`src/rtl/apb_to_ahb_converter.sv`:
```
// APB3 slave that turns each APB transfer into one AHB-Lite SINGLE word transfer.
// Flow: APB setup -> AHB address phase -> AHB data phase -> one-cycle APB response.
//
// state  | meaning
// -------+-----------------------------------------------------------------
// IDLE   | waiting for an APB setup cycle (psel=1, penable=0)
// ADDR   | AHB address phase, NONSEQ driven until hready
// DATA   | AHB data phase, write data driven, waiting for hready
// RESP   | APB pready pulse with the sampled AHB read data / error

module apb_to_ahb_converter #(
    parameter int ADDR_WIDTH = 32,
    parameter int DATA_WIDTH = 32
) (
    input  logic                  i_clk,
    input  logic                  i_reset_n,
    input  logic                  i_psel,
    input  logic                  i_penable,
    input  logic                  i_pwrite,
    input  logic [ADDR_WIDTH-1:0] i_paddr,
    input  logic [DATA_WIDTH-1:0] i_pwdata,
    output logic [DATA_WIDTH-1:0] o_prdata,
    output logic                  o_pready,
    output logic                  o_pslverr,
    output logic [ADDR_WIDTH-1:0] o_haddr,
    output logic [2:0]            o_hburst,
    output logic                  o_hmastlock,
    output logic [3:0]            o_hprot,
    output logic [2:0]            o_hsize,
    output logic [1:0]            o_htrans,
    output logic [DATA_WIDTH-1:0] o_hwdata,
    output logic                  o_hwrite,
    input  logic [DATA_WIDTH-1:0] i_hrdata,
    input  logic                  i_hready,
    input  logic                  i_hresp
);

    localparam logic [1:0] HTRANS_IDLE   = 2'b00;
    localparam logic [1:0] HTRANS_NONSEQ = 2'b10;

    typedef enum logic [1:0] {
        ST_IDLE,
        ST_ADDR,
        ST_DATA,
        ST_RESP
    } state_t;

    state_t                state;
    logic [DATA_WIDTH-1:0] wdata_q;

    // Only single, word-sized, unlocked, non-cacheable privileged data accesses are issued.
    assign o_hburst    = 3'b000;
    assign o_hsize     = 3'b010;
    assign o_hprot     = 4'b0011;
    assign o_hmastlock = 1'b0;

    // Sequencer; o_haddr/o_hwrite double as the captured address and direction.
    always_ff @(posedge i_clk or negedge i_reset_n) begin
        if (!i_reset_n) begin
            state     <= ST_IDLE;
            wdata_q   <= '0;
            o_haddr   <= '0;
            o_hwrite  <= 1'b0;
            o_htrans  <= HTRANS_IDLE;
            o_hwdata  <= '0;
            o_pready  <= 1'b0;
            o_pslverr <= 1'b0;
            o_prdata  <= '0;
        end else begin
            case (state)
                ST_IDLE: begin
                    if (i_psel && !i_penable) begin
                        state    <= ST_ADDR;
                        o_haddr  <= i_paddr;
                        o_hwrite <= i_pwrite;
                        wdata_q  <= i_pwdata;
                        o_htrans <= HTRANS_NONSEQ;
                    end
                end
                ST_ADDR: begin
                    // hresp during the address phase belongs to an earlier transfer; ignore it.
                    if (i_hready) begin
                        state    <= ST_DATA;
                        o_htrans <= HTRANS_IDLE;
                        o_hwdata <= o_hwrite ? wdata_q : '0;
                    end
                end
                ST_DATA: begin
                    // The first cycle of a two-cycle ERROR has hready low and is waited out.
                    if (i_hready) begin
                        state     <= ST_RESP;
                        o_hwdata  <= '0;
                        o_pready  <= 1'b1;
                        o_pslverr <= i_hresp;
                        o_prdata  <= (!o_hwrite && !i_hresp) ? i_hrdata : '0;
                    end
                end
                ST_RESP: begin
                    state     <= ST_IDLE;
                    o_pready  <= 1'b0;
                    o_pslverr <= 1'b0;
                    o_prdata  <= '0;
                end
                default: begin
                    state <= ST_IDLE;
                end
            endcase
        end
    end

endmodule

```
`config.mk`:
```
export PLATFORM = sky130hd
export DESIGN_NAME = apb_to_ahb_converter
export DESIGN_NICKNAME = d
export VERILOG_FILES = /design/src/rtl/apb_to_ahb_converter.sv
export SDC_FILE = /design/constraint.sdc
export NUM_CORES = 1
export LEC_CHECK = 0
export ABC_CLOCK_PERIOD_IN_PS = 2150
export BUFFER_PORTS_ARGS = -buffer_cell sky130_fd_sc_hd__buf_4
export CORE_MARGIN = 1
export CORE_UTILIZATION = 46
export CTS_CLUSTER_SIZE = 12
export DETAILED_ROUTE_END_ITERATION = 6
export PLACE_DENSITY = 0.76
export SLEW_MARGIN = 20
export SYNTH_ARGS = -nofsm -noshare
export SYNTH_HDL_FRONTEND = slang
export SYNTH_SLANG_ARGS = --single-unit
export TNS_END_PERCENT = 10
```
`constraint.sdc`:
```
create_clock -name i_clk -period 2.15 [get_ports i_clk]
set_clock_uncertainty 0.1 [all_clocks]
set_input_delay 0.215 -clock i_clk [delete_from_list [all_inputs] [get_ports i_clk]]
set_output_delay 0.215 -clock i_clk [all_outputs]
set_load 0.01 [all_outputs]
```
==> results.cfg <==
[placement]
pre_cts_ws_ns = 0.2186
place_area_sq_um = 6992
gp_congestion = 0.7628
place_hpwl_mm = 8.232
portBuffers = 202

[clock_network]
ctsHtreeMaxLevel = 4
clk-insertion-delay-late_ns = 0.41
cts_resized = 0
cts_tree = done
root_buffer = clkbuf_16
clock-sinks = 134
path_clk_slew_ns = 0.06
cts.path.max_buffers = 2
cts_buffers = 17

[drt]
routed_via_density = 4.893
wl_mm = 13.96
detail_route.first_pass.iterations = 6
vias = 4169
postRouteAntennaNets = 0
drt-initial-drc-count = 171
drcViolationCount = 0
post_drt_wl_per_cell_microns = 16.38

[setup_path]
arrival_ns = 2.14
r2r-start = state[0]
worst-path-buf-inv = 2
r2r_end = o_haddr[26]
worstSetupPathType = flop to flop
slowest_delay_ns = 0.43
end_kind = flop
cp.required_ns = 2.34
crit_chain = inv_1 -> ha_1 -> and3b_4 -> buf_4 -> mux2_2
cp_top_family = buffers and inverters
rr_worst_depth = 5
crit_cells = 5
rrSetupSlack_ns = 0.20
cp_max_fo = 22
critical_path.slowest_cell = dfrtp_1
startpoint_type = flop

[sta]
setup_viol_count_final = 0
grt_setup_unrepaired = no
worst_pin_slew_ns = 0.5250
drv_slew = 0
max_freq_mhz = 512.1
fin_ws_ns = 0.1974
fin_crit_sh_pct = 90.82
slew_headroom_pct = 65.00
tns_ns = 0
hold_ws_ns = 0.09674
final_hold_viol_count = 0
min_period_ns = 1.953

[yosys]
async_reset_ff_share_pct = 100.0
synthFlopType = dfrtp_1
yosysWarnings = 0
syn_area_sq_um = 5381
syn_inst = 395
synth-edff-count = 0
synth.distinct_cells = 26
synth_area_per_cell_sq_um = 13.62
ys_ff_latch = 134
synth.yosys.seq_area_share_pct = 62.31

[hold_path]
min_path_type = primary input to flop
holdCritStartpoint = i_hready
whs_path_depth = 3
hold_end = o_htrans[1]

[pwr]
cellLeakagePower_nw = 4.179
vdd_drop_max_mv = 0.8213
p_comb_share_pct = 37.6
sw_frac_of_total_pct = 32.14
power-per-cell-area_nw_per_um2 = 1317
p_seq_share_pct = 37.8
internal_power_w = 0.007651
pwr-share-clk_pct = 24.7
power_switching_w = 0.003623
p_total_w = 0.01127

[flow_run]
cap_violations = 0

[final_layout]
fillers = 701
postLayoutCellArea_sq_um = 8558
layout-drive-gt1-share_pct = 44.01
syn2layout_area_growth_pct = 59.03
antenna_cells = 0
layout.nets = 804

[grt]
grt_max_degree = 65
grt_usage_pct = 24.02
grt_overflow = 0
antenna_found_initial = 0
grt_pass1_vias = 4454
grt_pass1_wl_mm = 21.66

[die]
core_region_area_sq_um = 11420
dieWidth_microns = 110.2
die_h_microns = 110.2
start_util_pct = 47.13
ioPinCount = 215
die_area_sq_um = 12140
rows = 39

[run_status]
outcome = completed
[how the worst max path moves through the flow]
stage,start,to,slack (ns)
3_5_place_dp,state[0],o_haddr[27],0.22
5_1_grt,state[0],o_prdata[12],0.10
2_1_floorplan,state[0],o_haddr[17],0.39
3_3_place_gp,state[0],o_haddr[30],0.31
4_1_cts,state[0],o_haddr[26],0.20
6_report,state[0],o_haddr[26],0.20
[metrics by stage]
step | instances | utilization, %
after floorplan | 405 | -
after global placement | 721 | 61.23
after detailed placement | 721 | 61.23
after CTS | 852 | 74.95
after global routing | 852 | 74.95
final | 852 | 74.95
[flip-flops by register name, indices dropped and copies added (netlist names)]
name / count
o_prdata: 32
o_pslverr: 1
o_htrans: 1
o_pready: 1
o_hwdata: 32
o_hwrite: 1
state: 2
wdata_q: 32
o_haddr: 32
[cells in the final DEF (no fill, tap or decap), types with 2 or more instances in the layout]
| cell | instances |
|---|---|
| a22o_1 | 32 |
| buf_12 | 6 |
| buf_4 | 205 |
| clkbuf_16 | 17 |
| clkbuf_8 | 2 |
| clkinv_4 | 3 |
| clkinvlp_4 | 3 |
| conb_1 | 12 |
| dfrtp_1 | 134 |
| dlygate4sd3_1 | 99 |
| ha_1 | 5 |
| inv_1 | 2 |
| inv_6 | 4 |
| mux2_2 | 38 |
| mux2_4 | 28 |
| nand2_1 | 66 |
| nand2b_1 | 2 |
| nor2_1 | 3 |
| nor2b_1 | 2 |
| o21ai_0 | 29 |
| o21ai_1 | 6 |
[synthesized netlist by cell type, types with 2 or more instances]
master | count | area share, %
conb_1 | 2 | 0.14
buf_4 | 12 | 1.7
dfrtp_1 | 134 | 62
a22o_1 | 32 | 5.2
clkbuf_1 | 2 | 0.14
mux2_4 | 28 | 7.8
nand2_1 | 66 | 4.6
o21ai_0 | 29 | 2.7
o21ai_1 | 6 | 0.56
nor2b_1 | 3 | 0.35
nand2b_1 | 2 | 0.23
ha_1 | 5 | 1.2
inv_1 | 2 | 0.14
nor2_1 | 3 | 0.21
buf_2 | 19 | 1.8
mux2_2 | 38 | 8.0
buf_12 | 3 | 1.1
[repair_timing]
item	4_1_cts	5_1_grt
setup buffers	0	0
endpoints found under the hold margin	135	0
hold buffers	99	0
[worst min-delay path: stages]
cell	delay [ns]
buf_4	0.14
o21ai_1	0.08
o2bb2ai_1	0.12
[layout make-up]
cell class	instances	area [sq um]	area share, %
tap	143	178.9	2.091
clock inverter	12	118.9	1.389
sequential	134	3353	39.18
timing repair buffer	310	2650	30.96
clock buffer	20	456.7	5.336
inverter	2	7.507	0.08772
multi-input combinational	231	1793	20.95
[per-layer routing]
layer | wire [microns] | track usage [%] | part of all wire, %
met5 | 0 | 0 | 0
met2 | 7340 | 43.35 | 53
met4 | 265 | 10.34 | 1.9
met1 | 5430 | 26.08 | 39
met3 | 922 | 7.172 | 6.6
[kinds of logic after synthesis]
family | after synthesis | share of synthesized area, %
AOI/OAI and AO/OA | 71 | 9.138
adders and majority gates | 5 | 1.163
buffers and inverters | 40 | 5.324
DFF | 134 | 62.31
muxes | 67 | 16.18
other | 2 | 0.1396
and+or+nand+nor | 76 | 5.743
[power by group through the flow]
stage / Combinational, W / Sequential [W] / Clock (W)
2_1_floorplan: 0.00194 / 0.00450 / 0
3_5_place_dp: 0.00408 / 0.00426 / 0
4_1_cts: 0.00424 / 0.00424 / 0.00283
5_1_grt: 0.00461 / 0.00439 / 0.00295
6_report: 0.00424 / 0.00426 / 0.00278
3_3_place_gp: 0.00395 / 0.00422 / 0
Note: power is estimated with default switching activity, not from simulation.
